==> src/rtl/vector_read_unit.sv <==
// vector_read_unit: issues N strided memory reads, one per cycle, and captures
// the returning words into a flat I x L result vector after a fixed read latency.
module vector_read_unit #(
  parameter int unsigned I      = 20,
  parameter int unsigned L      = 32,
  parameter int unsigned A      = 6,
  parameter int unsigned RD_LAT = 1
) (
  input  logic                   clk,
  input  logic                   rst,
  input  logic                   start,
  input  logic                   op_type,
  input  logic [A-1:0]           base_address,
  input  logic [A-1:0]           stride,
  input  logic [$clog2(I+1)-1:0] length,
  input  logic [L-1:0]           read_data,
  output logic                   read_en,
  output logic [A-1:0]           read_address,
  output logic [I*L-1:0]         vector_data,
  output logic [L-1:0]           scalar_data,
  output logic                   busy,
  output logic                   finished,
  output logic                   err
);

  localparam int unsigned W = $clog2(I + 1);

  typedef enum logic [1:0] {IDLE, ISSUE, DRAIN, DONE} state_t;

  state_t         state_q, state_d;
  logic [A-1:0]   stride_q, stride_d;
  logic [W-1:0]   n_q, n_d;
  logic [W-1:0]   cnt_q, cnt_d;
  logic           read_en_q, read_en_d;
  logic [A-1:0]   read_address_q, read_address_d;
  logic           busy_q, busy_d;
  logic           finished_q, finished_d;
  logic           err_q, err_d;
  logic           err_pend_q, err_pend_d;
  logic [I*L-1:0] vector_data_q, vector_data_d;
  logic           pipe_vld_q [RD_LAT];
  logic           pipe_vld_d [RD_LAT];
  logic [W-1:0]   pipe_idx_q [RD_LAT];
  logic [W-1:0]   pipe_idx_d [RD_LAT];
  logic           cap_last;

  // Next-state, issue sequencing, capture pipeline and result capture.
  always_comb begin
    state_d        = state_q;
    stride_d       = stride_q;
    n_d            = n_q;
    cnt_d          = cnt_q;
    read_en_d      = read_en_q;
    read_address_d = read_address_q;
    busy_d         = busy_q;
    finished_d     = 1'b0;
    err_d          = 1'b0;
    err_pend_d     = err_pend_q;
    vector_data_d  = vector_data_q;
    cap_last       = 1'b0;

    pipe_vld_d[0] = read_en_q;
    pipe_idx_d[0] = cnt_q;
    for (int unsigned j = 1; j < RD_LAT; j++) begin
      pipe_vld_d[j] = pipe_vld_q[j-1];
      pipe_idx_d[j] = pipe_idx_q[j-1];
    end

    if (pipe_vld_q[RD_LAT-1]) begin
      for (int unsigned k = 0; k < I; k++) begin
        if (pipe_idx_q[RD_LAT-1] == W'(k)) begin
          vector_data_d[k*L +: L] = read_data;
        end
      end
      cap_last = (pipe_idx_q[RD_LAT-1] == n_q - W'(1));
    end

    case (state_q)
      IDLE: begin
        if (start) begin
          stride_d       = stride;
          read_address_d = base_address;
          cnt_d          = '0;
          busy_d         = 1'b1;
          if (op_type && ((length == '0) || (length > W'(I)))) begin
            state_d    = DONE;
            err_pend_d = 1'b1;
          end else begin
            state_d       = ISSUE;
            read_en_d     = 1'b1;
            n_d           = op_type ? length : W'(1);
            vector_data_d = '0;
          end
        end
      end
      ISSUE: begin
        if (cnt_q == n_q - W'(1)) begin
          read_en_d = 1'b0;
          state_d   = DRAIN;
        end else begin
          cnt_d          = cnt_q + W'(1);
          read_address_d = read_address_q + stride_q;
        end
      end
      DRAIN: begin
        if (cap_last) begin
          state_d = DONE;
        end
      end
      DONE: begin
        // finished/err are registered on the DONE exit edge, so they are seen
        // while the state is already IDLE and a new start can be taken at once.
        state_d    = IDLE;
        busy_d     = 1'b0;
        finished_d = 1'b1;
        err_d      = err_pend_q;
        err_pend_d = 1'b0;
      end
      default: state_d = IDLE;
    endcase
  end

  // State and registered outputs, cleared asynchronously by rst.
  always_ff @(posedge clk or negedge rst) begin
    if (!rst) begin
      state_q        <= IDLE;
      stride_q       <= '0;
      n_q            <= '0;
      cnt_q          <= '0;
      read_en_q      <= 1'b0;
      read_address_q <= '0;
      busy_q         <= 1'b0;
      finished_q     <= 1'b0;
      err_q          <= 1'b0;
      err_pend_q     <= 1'b0;
      vector_data_q  <= '0;
      for (int unsigned j = 0; j < RD_LAT; j++) begin
        pipe_vld_q[j] <= 1'b0;
        pipe_idx_q[j] <= '0;
      end
    end else begin
      state_q        <= state_d;
      stride_q       <= stride_d;
      n_q            <= n_d;
      cnt_q          <= cnt_d;
      read_en_q      <= read_en_d;
      read_address_q <= read_address_d;
      busy_q         <= busy_d;
      finished_q     <= finished_d;
      err_q          <= err_d;
      err_pend_q     <= err_pend_d;
      vector_data_q  <= vector_data_d;
      for (int unsigned j = 0; j < RD_LAT; j++) begin
        pipe_vld_q[j] <= pipe_vld_d[j];
        pipe_idx_q[j] <= pipe_idx_d[j];
      end
    end
  end

  assign read_en      = read_en_q;
  assign read_address = read_address_q;
  assign vector_data  = vector_data_q;
  assign scalar_data  = vector_data_q[L-1:0];
  assign busy         = busy_q;
  assign finished     = finished_q;
  assign err          = err_q;

endmodule

==> config.mk <==
export PLATFORM = sky130hd
export DESIGN_NAME = vector_read_unit
export DESIGN_NICKNAME = d
export VERILOG_FILES = /design/src/rtl/vector_read_unit.sv
export SDC_FILE = /design/constraint.sdc
export NUM_CORES = 1
export LEC_CHECK = 0
export CORE_AREA = 2 2 283 285
export CTS_CLUSTER_DIAMETER = 150
export DETAILED_ROUTE_END_ITERATION = 12
export DIE_AREA = 0 0 285 287
export GPL_TIMING_DRIVEN = 0
export PLACE_DENSITY_LB_ADDON = 0.2
export SLEW_MARGIN = 10
export SYNTH_ARGS = -nofsm -noshare
export SYNTH_HDL_FRONTEND = slang
export SYNTH_SLANG_ARGS = --single-unit
==> constraint.sdc <==
create_clock -name clk -period 2.45 [get_ports clk]
set_clock_uncertainty 0.1 [all_clocks]
set_input_delay 0.735 -clock clk [delete_from_list [all_inputs] [get_ports clk]]
set_output_delay 0.735 -clock clk [all_outputs]
set_load 0.005 [all_outputs]
==> impl_metrics.toml, run 1 <==
[routing]
wire_per_inst_um = 24.9
ant_nets = 0
drt_pass1_iterations = 5
drt-initial-drc-count = 1947
drt-total-wl_um = 126000
via_per_inst = 5.08
drc = 0
vias = 25600

[synthesis]
synth_flop_cell = "dfrtp_1"
synth_area_per_cell_um2 = 8.89
synth_edf_count = 0
ys_seq_elements = 675
async_flop_share = 1.00
syn_nets = 3174
synthCells = 3109
synthDistinctLibCells = 48
synth_area_mm2 = 0.0277
ys_seq_area_frac = 0.611
yosys_warnings = 0

[cts]
clock_latency_ns = 0.64
clk_path_buf_depth = 3
clk_pin_slew_worst_paths_ns = 0.06
h-tree-depth = 3
root_buffer = "clkbuf_16"
cts_num_sinks = 675
numCtsBuffers = 76
cts_tree = "yes"

[setup_path]
critPathKind = "register to output pin"
rr_startpoint = "pipe_idx_q[4]$_DFF_PN0_"
cpPeakStageDelay_ns = 0.58
r2r-end = "vector_data[121]$_DFF_PN0_"
reg2reg_depth = 7
cp-startpoint = "vector_data[206]$_DFF_PN0_"
cp_top_family = "buffers and inverters"
rrSetupSlack_ns = 0.04
critPathMaxFanout = 2
path_buf_inv = 1
arrival_ns = 1.59
crit_required_ns = 1.62
end_kind = "output pin"
path_cells = "clkdlybuf4s50_1"
worstSetupStartpointType = "register"
slowest_stage = "clkdlybuf4s50_1"

[global_route]
grt.total_usage = 0.298
grt_max_degree = 107
grt_pass1_wl_um = 177000
grt-ovfl-total = 0
antenna_found_initial = 3
grt_pass1_vias = 24500

[finish]
fin_cells = 5034
synthToLayoutAreaGrowth_pct = 42.8
antenna_cells = 0
drive_gt1_frac = 0.0986
postLayoutCellArea_mm2 = 0.0395
final_nets = 3991

[timing]
hold_viol_final = 0
maxSlewViolCount = 0
rsz0062_at_grt = "true"
tightest_slew_ns = 1.33
period_needed_ns = 2.43
fin_crit_sh = 0.991
relSlewSlack = 0.111
fmax_ghz = 0.412
fin_setup_tns_ns = 0
setup_violations = 0

[hold_path]
min_delay_worst_endpoint = "pipe_idx_q[4]$_DFF_PN0_"
hp-class = "register to register"
holdPathStages = 0
worstHoldStart = "cnt_q[4]$_DFFE_PN0P_"

[placed_design]
placed_cell_area_mm2 = 0.0362
dp_cells = 4869
port-buffer-count = 702
hpwl_um = 90900
gp_congestion = 0.860

[run]
max_cap_viol_count = 0

[floorplanning]
die_width_um = 285
die_h_um = 287
pin_count = 735
rows = 103
core_mm2 = 0.0786
die-area_mm2 = 0.0818
initial_core_util = 0.352

[pwr]
p_per_area_mw_per_mm2 = 591
power.leakage_uw = 0.0175
ir_worst_vdd_mv = 0.505

[outcome]
status = "completed"
cell families after synthesis:
kind of cell,count (synthesis),share of synthesized area
AO/OA/AOI/OAI,684,0.127
adder cells (fa/ha/maj),12,0.00570
AND/OR/NAND/NOR,1392,0.194
multiplexers,17,0.00692
XOR/XNOR,15,0.00475
flip-flops,675,0.611
buffers and inverters,314,0.0511
cell usage in the layout (no fill, tap or decap), types with 5 or more instances in the layout:
cell                n
nand2_1          1304
dfrtp_1           674
a21oi_1           650
clkdlybuf4s50_1   575
clkbuf_1          143
clkbuf_16          77
buf_4              74
dlygate4sd2_1      74
dlymetal6s2s_1     52
clkbuf_2           49
buf_2              45
clkbuf_4           21
inv_1              14
nor2_4             13
clkbuf_8           12
xnor2_1            11
ha_1               11
nand3_1            10
clkinv_2           10
nor2_1              9
nand2_2             9
mux2i_1             9
o21ai_0             8
buf_6               8
buf_16              8
mux2_2              7
buf_12              6
nand2b_1            5
clkinvlp_4          5
Yosys cell counts, types with 4 or more instances:
cell      instances  area share
nand2b_1          5      0.0011
buf_2            85       0.015
nor2_1           23      0.0031
buf_4            32      0.0087
inv_1            14      0.0019
o21ai_0           8      0.0014
mux2_2            7      0.0029
nand3_1          15      0.0027
dfrtp_1         675        0.61
a21oi_1         650        0.12
and2_1            6      0.0014
mux2i_1           9      0.0033
xor2_1            4      0.0013
nand2_1        1312        0.18
clkbuf_1        181       0.025
ha_1             11      0.0050
a31oi_1           4     0.00090
nor2b_1           7      0.0016
xnor2_1          11      0.0035
nor3_1            5     0.00090
cell type report:
class                   count  area (um2)
fillers                  7567       39100
flip-flops and latches    675       16900
multi-input cells        2120        9570
repair buffers            747        7670
clock buffers             108        2140
plain buffers             292        1520
well taps                1050        1310
clock inverters            28         330
inverters                  14        52.6
state kept, by name, indices dropped and copies added, names as in the netlist:
name,count
pipe_idx_q,5
pipe_vld_q,1
read_en,1
state_q,2
stride_q,6
n_q,5
cnt_q,5
finished,1
err_pend_q,1
vector_data,640
read_address,6
err,1
busy,1
metal layers:
layer	part of all wire	GRT usage	up-vias
li1	-	-	11600
met1	0.40	0.377	12700
met2	0.47	0.479	1048
met3	0.081	0.0810	265
met4	0.052	0.130	4
met5	0.00022	0	-
stage by stage:
stage,power (uW),util,setup slack (ns),hold WS (ns)
after floorplan,11500,-,0.317,0.300
after global placement,12000,0.458,-31.46,0.348
after detailed placement,12000,0.461,-1.84,0.349
after CTS,23500,0.496,-0.138,0.383
after global routing,24000,0.502,-0.0778,0.427
final,23300,0.502,0.0222,0.381
worst max-delay path by stage:
| stage | endpoint | slack (ns) | cells past startpoint |
|---|---|---|---|
| final | vector_data[206] | 0.02 | 1 |
| after global routing | vector_data[218]$_DFF_PN0_ | -0.08 | 7 |
| after CTS | vector_data[95]$_DFF_PN0_ | -0.14 | 7 |
| after detailed placement | vector_data[577]$_DFF_PN0_ | -1.84 | 8 |
| after global placement | vector_data[560]$_DFF_PN0_ | -31.46 | 1 |
| after floorplan | vector_data[100]$_DFF_PN0_ | 0.32 | 7 |
power breakdown:
part | switching [uW] | internal, uW
clock network | 5020 | 6480
registers | 0 | 11100
logic | 571 | 108
total | 5590 | 17700
timing repair:
action / in CTS / in global routing
endpoints found under the hold margin: 45 / 0
hold buffers: 2 / 0
pin swaps: 2 / 3
gates cloned: 0 / 1
resized for setup: 139 / 194
endpoints found under the setup margin: 726 / 713
buffers inserted: 23 / 11
(Power assumes the default switching activity.)
==> run 2, diff against run 1 <==
--- a/config.mk
+++ b/config.mk
@@ -10,6 +10,7 @@
 export DETAILED_ROUTE_END_ITERATION = 12
 export DIE_AREA = 0 0 285 287
 export GPL_TIMING_DRIVEN = 0
+export HOLD_SLACK_MARGIN = 0.15
 export PLACE_DENSITY_LB_ADDON = 0.2
 export SLEW_MARGIN = 10
 export SYNTH_ARGS = -nofsm -noshare
==> results of run 2 <==
No change in the layout: final DEF, timing and power equal those of run 1.
